`config.mk`:
```
export PLATFORM = sky130hd
export DESIGN_NAME = ex_mem_stage_reg
export DESIGN_NICKNAME = d
export VERILOG_FILES = /design/src/rtl/ex_mem_stage_reg.sv
export SDC_FILE = /design/constraint.sdc
export NUM_CORES = 1
export LEC_CHECK = 0
export ABC_AREA = 1
export CORE_ASPECT_RATIO = 1.1
export CORE_UTILIZATION = 25
export CTS_BUF_LIST = sky130_fd_sc_hd__clkbuf_16
export DETAILED_ROUTE_END_ITERATION = 12
export SYNTH_ARGS = -nofsm -noshare
export SYNTH_HDL_FRONTEND = slang
export SYNTH_SLANG_ARGS = --single-unit
```
`constraint.sdc`:
```
create_clock -name clk -period 2.1 [get_ports clk]
set_input_delay 0.21 -clock clk [delete_from_list [all_inputs] [get_ports clk]]
set_output_delay 0.21 -clock clk [all_outputs]
set_load 0.1 [all_outputs]
```
`src/rtl/ex_mem_stage_reg.sv`:
```
// EX/MEM pipeline register: captures execute-stage results and controls, owns the
// architectural NZVC flags, resolves conditional branches and counts issued instructions.
module ex_mem_stage_reg #(
    parameter int DATA_W = 24,
    parameter int RD_W   = 4,
    parameter int CNT_W  = 16
) (
    input  logic                     clk,
    input  logic                     rst_n,
    input  logic                     stall,
    input  logic                     flush,
    input  logic                     ex_valid,
    input  logic signed [DATA_W-1:0] ex_result,
    input  logic                     ex_z,
    input  logic                     ex_n,
    input  logic                     ex_v,
    input  logic                     ex_c,
    input  logic                     ex_set_flags,
    input  logic        [DATA_W-1:0] ex_store_data,
    input  logic        [RD_W-1:0]   ex_rd,
    input  logic                     ex_reg_write,
    input  logic                     ex_mem_read,
    input  logic                     ex_mem_write,
    input  logic                     ex_is_branch,
    input  logic        [3:0]        ex_cond,
    output logic                     mem_valid,
    output logic signed [DATA_W-1:0] mem_result,
    output logic        [DATA_W-1:0] mem_store_data,
    output logic        [RD_W-1:0]   mem_rd,
    output logic                     mem_reg_write,
    output logic                     mem_mem_read,
    output logic                     mem_mem_write,
    output logic                     mem_branch_taken,
    output logic        [3:0]        flags_nzvc,
    output logic        [CNT_W-1:0]  mem_count
);

    logic                     valid_q, valid_d;
    logic signed [DATA_W-1:0] result_q, result_d;
    logic        [DATA_W-1:0] store_q, store_d;
    logic        [RD_W-1:0]   rd_q, rd_d;
    logic                     rw_q, rw_d;
    logic                     mr_q, mr_d;
    logic                     mw_q, mw_d;
    logic                     bt_q, bt_d;
    logic        [3:0]        flags_q, flags_d;
    logic        [CNT_W-1:0]  count_q, count_d;

    // Flags arrive packed as {N,Z,V,C}.
    function automatic logic cond_met(input logic [3:0] cond, input logic [3:0] nzvc);
        logic n, z, v, c;
        n = nzvc[3];
        z = nzvc[2];
        v = nzvc[1];
        c = nzvc[0];
        case (cond)
            4'b0000: cond_met = 1'b1;
            4'b0001: cond_met = z;
            4'b0010: cond_met = !z;
            4'b0011: cond_met = (n != v);
            4'b0100: cond_met = (n == v);
            4'b0101: cond_met = !z && (n == v);
            4'b0110: cond_met = z || (n != v);
            4'b0111: cond_met = c;
            4'b1000: cond_met = !c;
            default: cond_met = 1'b0;
        endcase
    endfunction

    always_comb begin
        valid_d  = valid_q;
        result_d = result_q;
        store_d  = store_q;
        rd_d     = rd_q;
        rw_d     = rw_q;
        mr_d     = mr_q;
        mw_d     = mw_q;
        bt_d     = bt_q;
        flags_d  = flags_q;
        count_d  = count_q;
        if (flush) begin
            // Bubble: zero the slot but leave flags and count untouched.
            valid_d  = 1'b0;
            result_d = '0;
            store_d  = '0;
            rd_d     = '0;
            rw_d     = 1'b0;
            mr_d     = 1'b0;
            mw_d     = 1'b0;
            bt_d     = 1'b0;
        end else if (!stall) begin
            valid_d  = ex_valid;
            result_d = ex_result;
            store_d  = ex_store_data;
            rd_d     = ex_rd;
            rw_d     = ex_valid & ex_reg_write;
            mr_d     = ex_valid & ex_mem_read;
            mw_d     = ex_valid & ex_mem_write;
            // Uses the flags held before this edge, never the ones being written now.
            bt_d     = ex_valid & ex_is_branch & cond_met(ex_cond, flags_q);
            if (ex_valid && ex_set_flags) begin
                flags_d = {ex_n, ex_z, ex_v, ex_c};
            end
            if (ex_valid) begin
                count_d = count_q + {{(CNT_W-1){1'b0}}, 1'b1};
            end
        end
    end

    always_ff @(posedge clk) begin
        if (!rst_n) begin
            valid_q  <= 1'b0;
            result_q <= '0;
            store_q  <= '0;
            rd_q     <= '0;
            rw_q     <= 1'b0;
            mr_q     <= 1'b0;
            mw_q     <= 1'b0;
            bt_q     <= 1'b0;
            flags_q  <= '0;
            count_q  <= '0;
        end else begin
            valid_q  <= valid_d;
            result_q <= result_d;
            store_q  <= store_d;
            rd_q     <= rd_d;
            rw_q     <= rw_d;
            mr_q     <= mr_d;
            mw_q     <= mw_d;
            bt_q     <= bt_d;
            flags_q  <= flags_d;
            count_q  <= count_d;
        end
    end

    assign mem_valid        = valid_q;
    assign mem_result       = result_q;
    assign mem_store_data   = store_q;
    assign mem_rd           = rd_q;
    assign mem_reg_write    = rw_q;
    assign mem_mem_read     = mr_q;
    assign mem_mem_write    = mw_q;
    assign mem_branch_taken = bt_q;
    assign flags_nzvc       = flags_q;
    assign mem_count        = count_q;

endmodule
```
==> flow_summary_export.csv, run 1 <==
group,metric,value,unit
status,status,"finished clean",
grt,met3_usage,0.05255,
grt,use_met1,0.1626,
layout,final_cell_mix,"nand2_1, buf_4, a21oi_1, dfxtp_1, clkdlybuf4s50_1",
setup_path,critPathKind,"register to register",
sta,drv_slew,0,
cts,numCtsBuffers,9,
cts,clk_latency,0.34,ns
setup_path,crit_chain,"ha_1 > nand2_1 > nor2_1 > nand3_2 > nor2_2 > nand3_2 > nor2_2 > nand2_1 > nand2_1 > nor2_1",
cts,clk_pin_slew,0.06,ns
setup_path,start_kind,"register",
setup_path,cpPeakStageDelay,0.36,ns
cts,hold_buffers,0,
sta,final.period_utilization,0.7457,
die,die_w,108.6,microns
die,start_util,0.2584,
sta,clock-skew-final,0.005311,ns
die,core,12090,sq um
sta,tns,0,ns
cts,tritoncts,"done",
logic_synthesis,seq_area_frac_synth,0.4936,
layout,final_common_cell,"nand2_1",
setup_path,endpoint_kind,"register",
die,die_area,12940,sq um
power,powerDensity,759.7,nW/um^2
logic_synthesis,synth_warnings,0,
layout,syn2layout_area_growth,54.45,%
detailed_routing,drtPass1Iterations,4,
power,combPwrFrac,0.172,
sta,hold_violations,0,
logic_synthesis,syn_avg_cell_area,7.331,sq um
power,swShare,0.2864,
sta,maxSlewHeadroom,0.6015,
layout,antennaDiodeCount,0,
grt,gr-usage-met2,0.2504,
layout,design_area,4823,sq um
sta,fmax,0.6386,GHz
layout,final_nets,639,
detailed_routing,wirelength,9153,microns
grt,grt_overflow_total,0,
worst_hold_path,hold_path_class,"primary input to register",
job,max_cap_violations,0,
place,hpwlAfterDp,6484,microns
die,placementRows,42,
power,cellLeakagePower,2.021,nW
detailed_routing,drt_iter0_drc,140,
place,postPlaceCellArea,4531,sq um
setup_path,crit_top_cell,"nand2_1",
detailed_routing,via_count,3234,
layout,layout-drive-gt1-share,0.2059,
detailed_routing,post-route-drc-count,0,
place,gp_congestion,0.8509,
power,p_seq_frac,0.415,
place,portBuffers,146,
grt,grt_pass1_wl,14580,microns
setup_path,path_max_fanout,4,
sta,worstMarginPinSlew,0.5977,ns
layout,fillers,1264,
power,clkPwrFrac,0.412,
setup_path,cp_data_arrival_time,1.80,ns
logic_synthesis,synth_fp_nets,497,
die,num_io_pins,147,
logic_synthesis,synth_cell_type_count,27,
die,die_y,119.2,microns
logic_synthesis,synth_cells,426,
cts,post_cts_resized,0,
grt,grt_pass1_vias,3034,
grt,antenna_found_initial,0,
cts,htree_levels,3,
detailed_routing,drtAntennaViolNets,0,
logic_synthesis,synth_area,3123,sq um
grt,grt_max_degree,58,
sta,finalSetupViolCount,0,
power,net-switching-power,0.001049,W
sta,layout_min_cycle_time,1.566,ns
detailed_routing,routed_via_density,4.448,
setup_path,slowest_stage,"dfxtp_2",
grt,grt_most_used_layer,"met2",
setup_path,cp.required,2.34,ns
cts,cts_max_path_buffers,2,
cts,root_buffer,"clkbuf_16",
logic_synthesis,synth-seq-cells,77,
sta,rsz0062_at_grt,"false",
power,p_int,0.002615,W
cts,postCtsSetupRepairBufs,0,
cts,cts.sinks,77,
power,ir_worst_vdd,0.3151,mV
detailed_routing,wire_per_inst,12.59,microns
grt,grtUsageTotal,0.1461,
[worst max-delay path, delay by kind of cell, from the launching register on]
family                     cells  cell delay, ns
and+or+nand+nor                9            0.85
DFF                            1            0.36
adders and majority gates      1            0.26
[power by group through the flow]
stage               clock network [W]  registers [W]  logic (W)
finish                        0.00151        0.00152   0.000631
global route                  0.00163        0.00153   0.000669
CTS                           0.00157        0.00152   0.000639
detailed placement                  0        0.00155   0.000636
global placement                    0        0.00155   0.000634
floorplan                           0        0.00182   0.000130
[routing by layer]
layer  vias to the layer above  part of all wire
met2                       105              0.49
met3                        10             0.070
met5                         -                 0
met1                      1472              0.43
li1                       1647                 -
met4                         0             0.014
[through the flow]
stage,total power [W],setup slack [ns],util,hold slack (ns),instances
2_1_floorplan,0.001955,0.04925,-,0.3409,426
5_1_grt,0.003822,0.3751,0.3991,0.2957,727
4_1_cts,0.003728,0.5336,0.3991,0.2700,727
3_5_place_dp,0.002190,0.2946,0.3748,0.4564,711
6_report,0.003664,0.5340,0.3991,0.2805,727
3_3_place_gp,0.002186,0.3092,0.3748,0.4532,711
[final cells by class]
cell class,count,area (sq um),share of cell area
sequential,77,1548,0.3209
multi-input combinational,304,1394,0.2890
timing repair buffer,150,1294,0.2682
clock buffer,9,225.2,0.04669
tap,154,192.7,0.03995
inverter,26,102.6,0.02127
clock inverter,7,67.56,0.01401
[sequential cells by signal (all words and copies together) (netlist names)]
register and flops:
mem_store_data 24, mem_branch_taken 1, mem_reg_write 1, mem_valid 1, flags_nzvc 4, mem_count 16
mem_rd 4, mem_mem_read 1, mem_result 24, mem_mem_write 1
[worst paths after layout]
kind	from	endpoint	slack (ns)	cells past startpoint
worst max-delay path	mem_count[0]	mem_count[14]	0.53	10
worst min-delay path	stall	mem_valid	0.28	4
worst max register to register	mem_count[0]	mem_count[14]	0.53	10
worst min register to register	mem_result[11]	mem_result[11]	0.47	2
[cells in the mapped netlist, drive strengths merged]
library cell / number / area, sq um
a21oi: 72 / 360.4
inv: 26 / 102.6
ha: 1 / 12.51
nor3: 3 / 15.01
nor2: 28 / 148.9
nand2: 164 / 628.1
buf: 6 / 36.28
dfxtp: 77 / 1541
o21ai: 10 / 50.04
xor2: 1 / 8.760
clkbuf: 13 / 48.80
nor3b: 1 / 12.51
nand4: 8 / 50.05
or2: 3 / 18.77
nand3: 12 / 82.58
and3: 1 / 6.260
[cells by family (layout without fill, tap and decap cells)]
group | after synthesis | count (layout) | synth area share
xor gates and xnor gates | 1 | 1 | 0.002805
and+or+nand+nor | 220 | 220 | 0.3081
DFF | 77 | 77 | 0.4936
adders and majority gates | 1 | 1 | 0.004006
AOI/OAI and AO/OA | 82 | 82 | 0.1314
buffers and inverters | 45 | 192 | 0.06010
Power figures use the tool's default switching activity.
==> run 2, diff against run 1 <==
- clock period: 2.1 -> 1.4 ns (I/O delays scaled with it)
==> run 2 against run 1 <==
Wire length is 3.7% higher. Critical path depth stayed put. Core utilization is 9.7 points higher. Flip-flop and latch count stayed put. Critical path type unchanged. Largest cell class is now buffers.
==> flow_summary_export.csv, run 2 (synthesis results as in run 1) <==
group,metric,value,unit
status,status,"finished clean",
sta,rsz0062_at_grt,"true",
sta,tns,0,ns
detailed_routing,drtAntennaViolNets,0,
power,power.total,0.005499,W
power,net-switching-power,0.001618,W
setup_path,reg2reg_slack,0.02,ns
sta,clock-skew-final,0.008516,ns
die,placementRows,42,
cts,cts_max_path_buffers,2,
grt,grt_pass1_vias,3217,
cts,hold_buffers,0,
layout,final_cell_mix,"nand2_1, buf_12, a21oi_1",
worst_hold_path,hold_path_end,"mem_count[6]",
die,die_w,108.6,microns
grt,grtUsageTotal,0.1519,
worst_hold_path,worstHoldPathCells,6,
sta,holdWs,0.3531,ns
detailed_routing,routed_via_density,4.449,
setup_path,start_kind,"register",
grt,grt_overflow_total,0,
power,combPwrFrac,0.202,
power,powerDensity,916.4,nW/um^2
cts,clk_pin_slew,0.06,ns
grt,grt_pass1_wl,15440,microns
place,postPlaceCellArea,5713,sq um
setup_path,cpPeakStageDelay,0.37,ns
sta,drv_slew,0,
setup_path,crit_chain,"ha_4 > nand2_2 > nor2_2 > nand3_2 > nor2_4 > nand3_2 > nor2_2 > nand2_1 > nand2_1 > nor2_1",
power,clkPwrFrac,0.381,
setup_path,worstReg2RegStart,"mem_count[0]",
layout,fillers,1124,
detailed_routing,drtPass1Iterations,4,
power,ir_worst_vdd,0.4650,mV
die,core,12090,sq um
layout,final_nets,658,
detailed_routing,wirelength,9488,microns
sta,finalSetupViolCount,0,
power,swShare,0.2942,
detailed_routing,drt_iter0_drc,127,
sta,fmax,0.7259,GHz
worst_hold_path,hold_path_class,"primary input to register",
die,die_y,119.2,microns
power,p_seq_frac,0.416,
setup_path,cp-startpoint,"mem_count[0]",
cts,cts.sinks,77,
grt,grt_max_degree,58,
sta,hold_violations,0,
layout,design_area,6001,sq um
cts,root_buffer,"clkbuf_16",
die,num_io_pins,147,
place,gp_congestion,0.7979,
die,start_util,0.2584,
place,hpwlAfterDp,7069,microns
sta,layout_min_cycle_time,1.378,ns
worst_hold_path,worst_hold_startpoint,"stall",
setup_path,rr_worst_depth,10,
sta,maxSlewHeadroom,0.5977,
layout,syn2layout_area_growth,92.15,%
cts,numCtsBuffers,9,
setup_path,critPathKind,"register to register",
power,p_int,0.003881,W
layout,final_common_cell,"nand2_1",
place,portBuffers,146,
sta,final.period_utilization,0.9840,
die,die_area,12940,sq um
layout,antennaDiodeCount,0,
layout,layout-drive-gt1-share,0.2618,
cts,htree_levels,3,
setup_path,cp.required,1.63,ns
cts,clk_latency,0.33,ns
setup_path,path_max_fanout,3,
sta,worstMarginPinSlew,0.6035,ns
setup_path,cp_num_buf_inv,0,
detailed_routing,post-route-drc-count,0,
setup_path,slowest_stage,"dfxtp_4",
detailed_routing,wire_per_inst,12.72,microns
power,cellLeakagePower,2.349,nW
setup_path,cp_data_arrival_time,1.60,ns
cts,tritoncts,"done",
setup_path,path_delay_family,"simple AND/OR/NAND/NOR gates",
setup_path,worstReg2RegEnd,"mem_count[14]",
job,max_cap_violations,0,
setup_path,endpoint_kind,"register",
detailed_routing,via_count,3319,
grt,antenna_found_initial,0,
-- run 2: cell types whose count changed in the layout (fill, tap and decap cells not counted), sizes merged --
cell	change
buf	+19
bufinv	-1
clkinv	+1
inv	+2
clkinvlp	-2
-- run 2: through the flow --
stage / util / setup WS [ns] / cells
global placement: 0.4727 / -0.1573 / 729
global route: 0.4965 / -0.08264 / 746
finish: 0.4965 / 0.02234 / 746
floorplan: - / -0.1734 / 426
CTS: 0.4947 / 0.04701 / 745
detailed placement: 0.4727 / -0.1843 / 729
-- run 2: worst min-delay path, delay by kind of cell --
kind / cells / cell delay, ns
buf+inv: 2 / 0.22
compound gates: 1 / 0.07
simple gates: 3 / 0.20
-- run 2: how the worst max path moves through the flow --
stage / end / slack, ns / cells after the start
floorplan: mem_count[14] / -0.17 / 10
global placement: mem_count[14] / -0.16 / 10
detailed placement: mem_count[10] / -0.18 / 9
CTS: mem_count[14] / 0.05 / 10
global route: mem_count[14] / -0.08 / 10
finish: mem_count[14] / 0.02 / 10
-- run 2: cell type report --
type	count	area, sq um	share of cell area
repair buffers	169	2416	0.4026
clock buffers	9	225.2	0.03753
flip-flops and latches	77	1599	0.2665
multi-input cells	304	1424	0.2373
clock inverters	7	41.29	0.006881
inverters	26	102.6	0.01710
well taps	154	192.7	0.03211
-- run 2: layer usage --
metal / track usage / vias to the layer above / part of all wire
li1: - / 1687 / -
met5: 0 / - / 0
met1: 0.1846 / 1501 / 0.41
met2: 0.2508 / 111 / 0.49
met4: 0.07095 / 0 / 0.025
met3: 0.03448 / 20 / 0.071
-- run 2: timing repair --
item | in CTS | in global routing
gates resized for setup | 0 | 4
setup buffers | 0 | 1
setup endpoints to repair | 0 | 3
-- run 2: power groups by stage --
stage                     sequential (W)  clock [W]  combinational [W]
after global routing             0.00230    0.00227            0.00117
final                            0.00229    0.00210            0.00111
after detailed placement         0.00234          0            0.00112
after CTS                        0.00229    0.00218            0.00112
after floorplan                  0.00272          0           0.000196
after global placement           0.00234          0            0.00111
